File: src/rtl/mc_maindec_if.sv
// Control bundle between the multicycle main decoder and the tinymips datapath.
// The controller takes the master side; the datapath or a bench takes the slave side.
interface mc_maindec_if;
  logic [5:0] op;
  logic       mem_ready;
  logic       pcwrite;
  logic       branch;
  logic       branchne;
  logic       irwrite;
  logic       memwrite;
  logic       regwrite;
  logic       iord;
  logic       alusrca;
  logic [1:0] alusrcb;
  logic       zeroext;
  logic [1:0] pcsrc;
  logic       memtoreg;
  logic       regdst;
  logic [1:0] aluop;
  logic       illegal;
  logic [3:0] state_dbg;

  modport master (
    input  op, mem_ready,
    output pcwrite, branch, branchne, irwrite, memwrite, regwrite, iord,
           alusrca, alusrcb, zeroext, pcsrc, memtoreg, regdst, aluop,
           illegal, state_dbg
  );

  modport slave (
    output op, mem_ready,
    input  pcwrite, branch, branchne, irwrite, memwrite, regwrite, iord,
           alusrca, alusrcb, zeroext, pcsrc, memtoreg, regdst, aluop,
           illegal, state_dbg
  );
endinterface

File: src/rtl/mc_maindec.sv
// Multicycle Moore controller for tinymips: sequences fetch/decode/execute/memory/writeback
// and drives datapath enables and mux selects, with a sticky trap on illegal opcodes.
module mc_maindec #(
  parameter bit MEM_WAIT = 1'b1,
  parameter bit EXT_OPS  = 1'b1
) (
  input logic          clk,
  input logic          reset,
  mc_maindec_if.master bus
);

  typedef enum logic [3:0] {
    S_FETCH  = 4'd0,  S_DECODE = 4'd1,  S_MEMADR = 4'd2,  S_MEMRD  = 4'd3,
    S_MEMWB  = 4'd4,  S_MEMWR  = 4'd5,  S_RTEX   = 4'd6,  S_RTWB   = 4'd7,
    S_BEQEX  = 4'd8,  S_ADDIEX = 4'd9,  S_IWB    = 4'd10, S_JEX    = 4'd11,
    S_BNEEX  = 4'd12, S_ORIEX  = 4'd13, S_TRAP   = 4'd14, S_UNUSED = 4'd15
  } state_t;

  state_t state_r;
  state_t state_next_s;
  logic   ready_s;

  // Without memory wait support the handshake is treated as always complete.
  assign ready_s       = MEM_WAIT ? bus.mem_ready : 1'b1;
  assign bus.state_dbg = state_r;

  // State register; reset overrides every transition.
  always_ff @(posedge clk) begin
    if (reset) begin
      state_r <= S_FETCH;
    end else begin
      state_r <= state_next_s;
    end
  end

  // Next-state logic.
  always_comb begin
    state_next_s = state_r;
    case (state_r)
      S_FETCH:  state_next_s = ready_s ? S_DECODE : S_FETCH;
      S_DECODE: begin
        case (bus.op)
          6'b100011, 6'b101011: state_next_s = S_MEMADR;
          6'b000000:            state_next_s = S_RTEX;
          6'b000100:            state_next_s = S_BEQEX;
          6'b001000:            state_next_s = S_ADDIEX;
          6'b000010:            state_next_s = S_JEX;
          6'b000101:            state_next_s = EXT_OPS ? S_BNEEX : S_TRAP;
          6'b001101:            state_next_s = EXT_OPS ? S_ORIEX : S_TRAP;
          default:              state_next_s = S_TRAP;
        endcase
      end
      S_MEMADR: state_next_s = (bus.op == 6'b100011) ? S_MEMRD : S_MEMWR;
      S_MEMRD:  state_next_s = ready_s ? S_MEMWB : S_MEMRD;
      S_MEMWB:  state_next_s = S_FETCH;
      S_MEMWR:  state_next_s = ready_s ? S_FETCH : S_MEMWR;
      S_RTEX:   state_next_s = S_RTWB;
      S_RTWB:   state_next_s = S_FETCH;
      S_BEQEX:  state_next_s = S_FETCH;
      S_BNEEX:  state_next_s = S_FETCH;
      S_ADDIEX: state_next_s = S_IWB;
      S_ORIEX:  state_next_s = S_IWB;
      S_IWB:    state_next_s = S_FETCH;
      S_JEX:    state_next_s = S_FETCH;
      S_TRAP:   state_next_s = S_TRAP;
      default:  state_next_s = S_FETCH;
    endcase
  end

  // Moore outputs; only FETCH also looks at the memory handshake.
  always_comb begin
    bus.pcwrite  = 1'b0;
    bus.branch   = 1'b0;
    bus.branchne = 1'b0;
    bus.irwrite  = 1'b0;
    bus.memwrite = 1'b0;
    bus.regwrite = 1'b0;
    bus.iord     = 1'b0;
    bus.alusrca  = 1'b0;
    bus.alusrcb  = 2'b00;
    bus.zeroext  = 1'b0;
    bus.pcsrc    = 2'b00;
    bus.memtoreg = 1'b0;
    bus.regdst   = 1'b0;
    bus.aluop    = 2'b00;
    bus.illegal  = 1'b0;
    case (state_r)
      S_FETCH: begin
        bus.alusrcb = 2'b01;
        bus.irwrite = ready_s;
        bus.pcwrite = ready_s;
      end
      S_DECODE: bus.alusrcb = 2'b11;
      S_MEMADR: begin
        bus.alusrca = 1'b1;
        bus.alusrcb = 2'b10;
      end
      S_MEMRD:  bus.iord = 1'b1;
      S_MEMWB: begin
        bus.memtoreg = 1'b1;
        bus.regwrite = 1'b1;
      end
      S_MEMWR: begin
        bus.iord     = 1'b1;
        bus.memwrite = 1'b1;
      end
      S_RTEX: begin
        bus.alusrca = 1'b1;
        bus.aluop   = 2'b10;
      end
      S_RTWB: begin
        bus.regdst   = 1'b1;
        bus.regwrite = 1'b1;
      end
      S_BEQEX, S_BNEEX: begin
        bus.alusrca  = 1'b1;
        bus.aluop    = 2'b01;
        bus.pcsrc    = 2'b01;
        bus.branch   = (state_r == S_BEQEX);
        bus.branchne = (state_r == S_BNEEX);
      end
      S_ADDIEX: begin
        bus.alusrca = 1'b1;
        bus.alusrcb = 2'b10;
      end
      S_ORIEX: begin
        bus.alusrca = 1'b1;
        bus.alusrcb = 2'b10;
        bus.aluop   = 2'b11;
        bus.zeroext = 1'b1;
      end
      S_IWB:    bus.regwrite = 1'b1;
      S_JEX: begin
        bus.pcsrc   = 2'b10;
        bus.pcwrite = 1'b1;
      end
      S_TRAP:   bus.illegal = 1'b1;
      default:  bus.illegal = 1'b0;
    endcase
  end

endmodule

File: src/flat_wrapper.sv
// flat-port wrapper written by rule: the top's interface ports become plain ports
module mc_maindec_flat 
#(
  parameter bit MEM_WAIT = 1'b1,
  parameter bit EXT_OPS  = 1'b1
)
  (clk, reset, bus_op, bus_mem_ready, bus_pcwrite, bus_branch, bus_branchne, bus_irwrite, bus_memwrite, bus_regwrite, bus_iord, bus_alusrca, bus_alusrcb, bus_zeroext, bus_pcsrc, bus_memtoreg, bus_regdst, bus_aluop, bus_illegal, bus_state_dbg);
  mc_maindec_if bus_i ();
  input logic clk;
  input logic reset;
  input wire logic [$bits(bus_i.op)-1:0] bus_op;
  input wire logic [$bits(bus_i.mem_ready)-1:0] bus_mem_ready;
  output wire logic [$bits(bus_i.pcwrite)-1:0] bus_pcwrite;
  output wire logic [$bits(bus_i.branch)-1:0] bus_branch;
  output wire logic [$bits(bus_i.branchne)-1:0] bus_branchne;
  output wire logic [$bits(bus_i.irwrite)-1:0] bus_irwrite;
  output wire logic [$bits(bus_i.memwrite)-1:0] bus_memwrite;
  output wire logic [$bits(bus_i.regwrite)-1:0] bus_regwrite;
  output wire logic [$bits(bus_i.iord)-1:0] bus_iord;
  output wire logic [$bits(bus_i.alusrca)-1:0] bus_alusrca;
  output wire logic [$bits(bus_i.alusrcb)-1:0] bus_alusrcb;
  output wire logic [$bits(bus_i.zeroext)-1:0] bus_zeroext;
  output wire logic [$bits(bus_i.pcsrc)-1:0] bus_pcsrc;
  output wire logic [$bits(bus_i.memtoreg)-1:0] bus_memtoreg;
  output wire logic [$bits(bus_i.regdst)-1:0] bus_regdst;
  output wire logic [$bits(bus_i.aluop)-1:0] bus_aluop;
  output wire logic [$bits(bus_i.illegal)-1:0] bus_illegal;
  output wire logic [$bits(bus_i.state_dbg)-1:0] bus_state_dbg;
  assign bus_i.op = bus_op;
  assign bus_i.mem_ready = bus_mem_ready;
  assign bus_pcwrite = bus_i.pcwrite;
  assign bus_branch = bus_i.branch;
  assign bus_branchne = bus_i.branchne;
  assign bus_irwrite = bus_i.irwrite;
  assign bus_memwrite = bus_i.memwrite;
  assign bus_regwrite = bus_i.regwrite;
  assign bus_iord = bus_i.iord;
  assign bus_alusrca = bus_i.alusrca;
  assign bus_alusrcb = bus_i.alusrcb;
  assign bus_zeroext = bus_i.zeroext;
  assign bus_pcsrc = bus_i.pcsrc;
  assign bus_memtoreg = bus_i.memtoreg;
  assign bus_regdst = bus_i.regdst;
  assign bus_aluop = bus_i.aluop;
  assign bus_illegal = bus_i.illegal;
  assign bus_state_dbg = bus_i.state_dbg;
  mc_maindec #(.MEM_WAIT(MEM_WAIT), .EXT_OPS(EXT_OPS)) u_core (.clk(clk), .reset(reset), .bus(bus_i));
endmodule
File: config.mk
export PLATFORM = sky130hd
export DESIGN_NAME = mc_maindec_flat
export DESIGN_NICKNAME = d
export VERILOG_FILES = /design/src/rtl/mc_maindec_if.sv /design/src/rtl/mc_maindec.sv /design/src/flat_wrapper.sv
export SDC_FILE = /design/constraint.sdc
export NUM_CORES = 1
export LEC_CHECK = 0
export CAP_MARGIN = 20
export CORE_MARGIN = 2
export CORE_UTILIZATION = 27
export DETAILED_ROUTE_END_ITERATION = 12
export GPL_TIMING_DRIVEN = 0
export SLEW_MARGIN = 20
export SYNTH_ARGS = -nofsm -noshare
export SYNTH_HDL_FRONTEND = slang
export SYNTH_SLANG_ARGS = --single-unit
export TNS_END_PERCENT = 10
File: constraint.sdc
create_clock -name clk -period 1.32 [get_ports clk]
set_input_delay 0.264 -clock clk [delete_from_list [all_inputs] [get_ports clk]]
set_output_delay 0.264 -clock clk [all_outputs]
set_load 0.1 [all_outputs]
# After elaboration in Yosys (flattened, before gate mapping)
# Index checks and enable logic that the tools add are counted.
# op_classes
eq_ne,21
n_reduce_logical,9
muxes,21
# ops
cell,count
4-bit one-hot mux with 8 select lines,1
4-bit == test (second input constant),7
4-bit one-hot mux with 7 select lines,1
4-bit by 3-bit == test with 1-bit output (second input constant),4
6-bit by 3-bit == test with 1-bit output (second input constant),2
6-bit by 4-bit == test with 1-bit output (second input constant),2
6-bit == test (second input constant),2
1-bit two-way mux,12
2-bit one-hot mux with 3 select lines,2
3-bit two-way mux,3
4-bit by 2-bit == test with 1-bit output (second input constant),2
2-bit OR reduction,4
6-bit by 2-bit == test with 1-bit output (second input constant),1
6-bit logical NOT,1
3-bit OR reduction,2
6-bit OR reduction,1
4-bit by 1-bit == test with 1-bit output (second input constant),1
4-bit logical NOT,1
2-bit one-hot mux with 2 select lines,1
1-bit one-hot mux with 2 select lines,1
# word_totals
wordCells,52
out_inout_bits,22
register_bits,4
inputBits,9

# Depth between registers and ports, before layout
# logic_depth
word_depth,4
mapped_depth,5
mapped_depth_nobuf,4

# Worst setup path before layout
# No wires, ideal clock.
# synth_timing
kind,reg-to-output
start,reg u_core.state_r[0] (netlist: u_core.bus.state_dbg[0])
end,out bus_iord
required_time_ns,1.056
path_stages_with_launch,4
t_arrival_ns,3.724
path_buffers,2
path_slack_ns,-2.668
path_cell_list,dfxtp_1 > buf_4 > clkbuf_1 > nor3b_1
# synth_via
elab_chain_len,3
# synth_rtl
element,line_no,text
start: declaration,mc_maindec.sv:19,state_t state_r;
start signal: assignment,mc_maindec.sv:32,state_r <= state_next_s;
4-bit by 2-bit == test with 1-bit output or 4-bit by 3-bit == test with 1-bit output (tied branches),mc_maindec.sv:87,case (state_r)
2-bit OR reduction (no line) (*),-,
1-bit two-way mux (*),mc_maindec.sv:87,
end: declaration,flat_wrapper.sv:19,output wire logic [$bits(bus_i.iord)-1:0] bus_iord;
# Mark *: on every way between the ends. The rest lies on a longest branch, timed or not.

# Worst setup path in the final report
# layout_timing
start,reg u_core.state_r[1] (netlist: u_core.bus.state_dbg[1])
end,out bus_pcwrite
# layout_via
elab_chain_len,2
# layout_rtl
element,line_no,text
4-bit == test or 4-bit logical NOT (tied branches),mc_maindec.sv:87,
1-bit one-hot mux with 2 select lines (*),mc_maindec.sv:87,
end: declaration,flat_wrapper.sv:13,output wire logic [$bits(bus_i.pcwrite)-1:0] bus_pcwrite;
# Marks and branches as above.

==> results.md <==
* Number of CTS-inserted buffers at 3
* Failing checks: negative setup slack
* Worst slack, placed at -1.43 ns
* Commonest non-fill, non-tap cell in the layout: buf_12
* Tcrit/Tclk final at 132%
* NumNets Final at approximately 150
* Initial core utilization at between 20% and 30%
* Vias in the first global route at between 700 and 800
* Synth area leaders: dfxtp_1 14%, nor2_1 9.7%, nand2_1 7.7%
* Startpoint Class: flip-flop
* Die area at approximately 2500 sq um
* Die Width at between 50 and 60 um
* Post-Route WL at roughly 2.3 mm
* WP data arrival at between 1 and 1.5 ns
* Max FFs per register at 4
* Htree depth at 1
* Clock Tree Buf Depth at 2
* Area growth from synthesis to layout at 157%
* # port buffers at 27
* Cell taking the most area after synthesis: dfxtp_1
* Global-route wire length before repair at approximately 3.7 mm
* Setup ws final at -0.427 ns
* DR iter-0 viols at 14
* F_max at ~570 MHz
* Worst-path clk slew at roughly 0.040 ns
* Max_cap viols at 0
* I/O pin count at 31
* Multi-input gate area at 702 sq um
* Row Count at 16
* Worst-Margin Slew at roughly 0.5 ns
* Yosys cell types at 33
* DR vias at about 840
* RSZ-0062 raised after global routing: true
* Skew final at between 0.008 and 0.009 ns
* FILL cells at 141
* Rel. slew slack at around two thirds
* Clock sinks at 4
* Worst Path Required at 1.06 ns
* GR peak layer: met2
* CTS tree: yes
* Layout cell share with drive strength beyond 1 at between 60 and 70%
* Max FO, Critical Path at 9
* Reg area at approximately 95 sq um
* Routed Antenna Nets at 0
* Met2 GRT Util at about a third
* GR Layer Usage met3 at less than 1%
* Clock period minus worst slack at approximately 1.7 ns
* Ys Warns at 0
* Tot GR Track Use at 18.7%
* Post-Syn Instances at between 90 and 100
* Core Area at approximately 2000 sq um
* Drt drc at 0
* Synth Net Count at between 100 and 150
* Vias per cell at between 5 and 6
* Status: finished with violations
* Root Buffer Master: clkbuf_4
* DRT Pass-1 Iters at 4
* Setup violators final at 22
* Total grt overflow at 0
* Post-CTS Hold Fix Bufs at 0
* Hold Crit Class: in2reg
* Sequential area share after synthesis at a little over an eighth
* Cell Area, Synth at slightly below 600 sq um
* Critical path class: reg2out
* Final hold violations at 0
* Commonest cells after routing, fill and taps aside: 22 x buf_12, 9 x buf_4, 8 x nor2_4
* Skew-Pair Late Insertion Delay at between 0.2 and 0.25 ns
* Routed wire per std cell at between 10 and 15 um
* Initial antenna violation count at 0
* Slew Viols, Final at 0
* Seq cells post-synth at 4
* GPL Wtd Cong at about 0.79
* Syn avg cell area at around 6.2 sq um
* Largest net degree at the start of global routing at 11
* Die Y at about 50 um
* DP Wirelength at 1.49 mm
* Area fraction of the dominant cell type after synthesis at between 10% and 20%
* Routing usage on met1 at between 20% and 30%
* CP endpoint kind: output port
* ANT cells at 0
* Total placed cells including tap cells at approximately 150
* Non-filler instance count after layout at 161
## synth_stat cells
cell / instances
nor2_1: 15
nand2_1: 12
nor3_1: 6
o21ai_0: 5
a21oi_1: 4
dfxtp_1: 4
nand2b_1: 4
o31ai_1: 4
buf_2: 3
buf_4: 3
o21ai_1: 3
xnor2_1: 3
and3_1: 2
clkbuf_1: 2
inv_1: 2
nand4_1: 2
nor2b_1: 2
o211ai_1: 2
o21bai_1: 2
a211oi_1: 1
a22oi_1: 1
a31oi_1: 1
and4b_1: 1
clkbuf_2: 1
mux2_2: 1
nand4b_1: 1
nor3b_1: 1
nor4_1: 1
o22ai_1: 1
or2_2: 1
or3b_2: 1
or4b_1: 1
xor2_1: 1
## what timing repair did
action / CTS / global route
setup buffers: 6 / 4
pin swaps: 8 / 5
endpoints found under the setup margin: 26 / 23
gates resized for setup: 195 / 15
## metal layers
layer	part of all wire [%]	routed length, um
met2	54	1270
met3	3.1	72
met5	0	0
met4	1.0	24
met1	42	977
## path summary, 6_finish.rpt
check / startpoint / to / slack (ns) / cells after the start
worst max-delay path: u_core.bus.state_dbg[1] / bus_pcwrite / -0.43 / 6
worst max register to register: u_core.bus.state_dbg[2] / u_core.bus.state_dbg[0] / -0.23 / 7
worst min register to register: u_core.bus.state_dbg[1] / u_core.bus.state_dbg[1] / 0.67 / 3
worst min-delay path: bus_op[3] / u_core.bus.state_dbg[2] / 0.45 / 3
## cell families after synthesis
logic type / after synthesis / share of synthesized area (%)
compound gates: 24 / 25.3
xor+xnor: 4 / 6.01
buf+inv: 11 / 9.87
flops: 4 / 13.7
mux: 1 / 1.93
simple gates: 50 / 43.1
## per-stage QoR
stage	util [%]	hold WS, ns	area [sq um]	TNS (ns)
2_1_floorplan	-	0.465	841	-10.15
3_3_place_gp	57.2	0.667	1140	-21.58
3_5_place_dp	57.2	0.674	1140	-21.61
4_1_cts	71.4	0.446	1430	-5.91
5_1_grt	74.9	0.481	1500	-7.20
6_report	74.9	0.451	1500	-6.03
## critical path, stage by stage, from the launching register on
cell,delay [ns]
dfxtp_4,0.35
buf_12,0.15
nor2_4,0.08
nand2_2,0.08
mux2_4,0.30
nor2_4,0.11
buf_12,0.18
## area by class of cell
cell class | instances | share of cell area, %
Timing Repair Buffer | 37 | 33.9
Sequential cell | 4 | 6.34
Inverter | 2 | 1.00
Clock buffer | 3 | 1.50
Multi-Input combinational cell | 79 | 46.8
Tap cell | 27 | 2.25
Buffer | 9 | 8.18
Power is left out: the tool's default activity adds up to more than one toggle a clock period on the data nets, which glitch-free logic cannot reach.
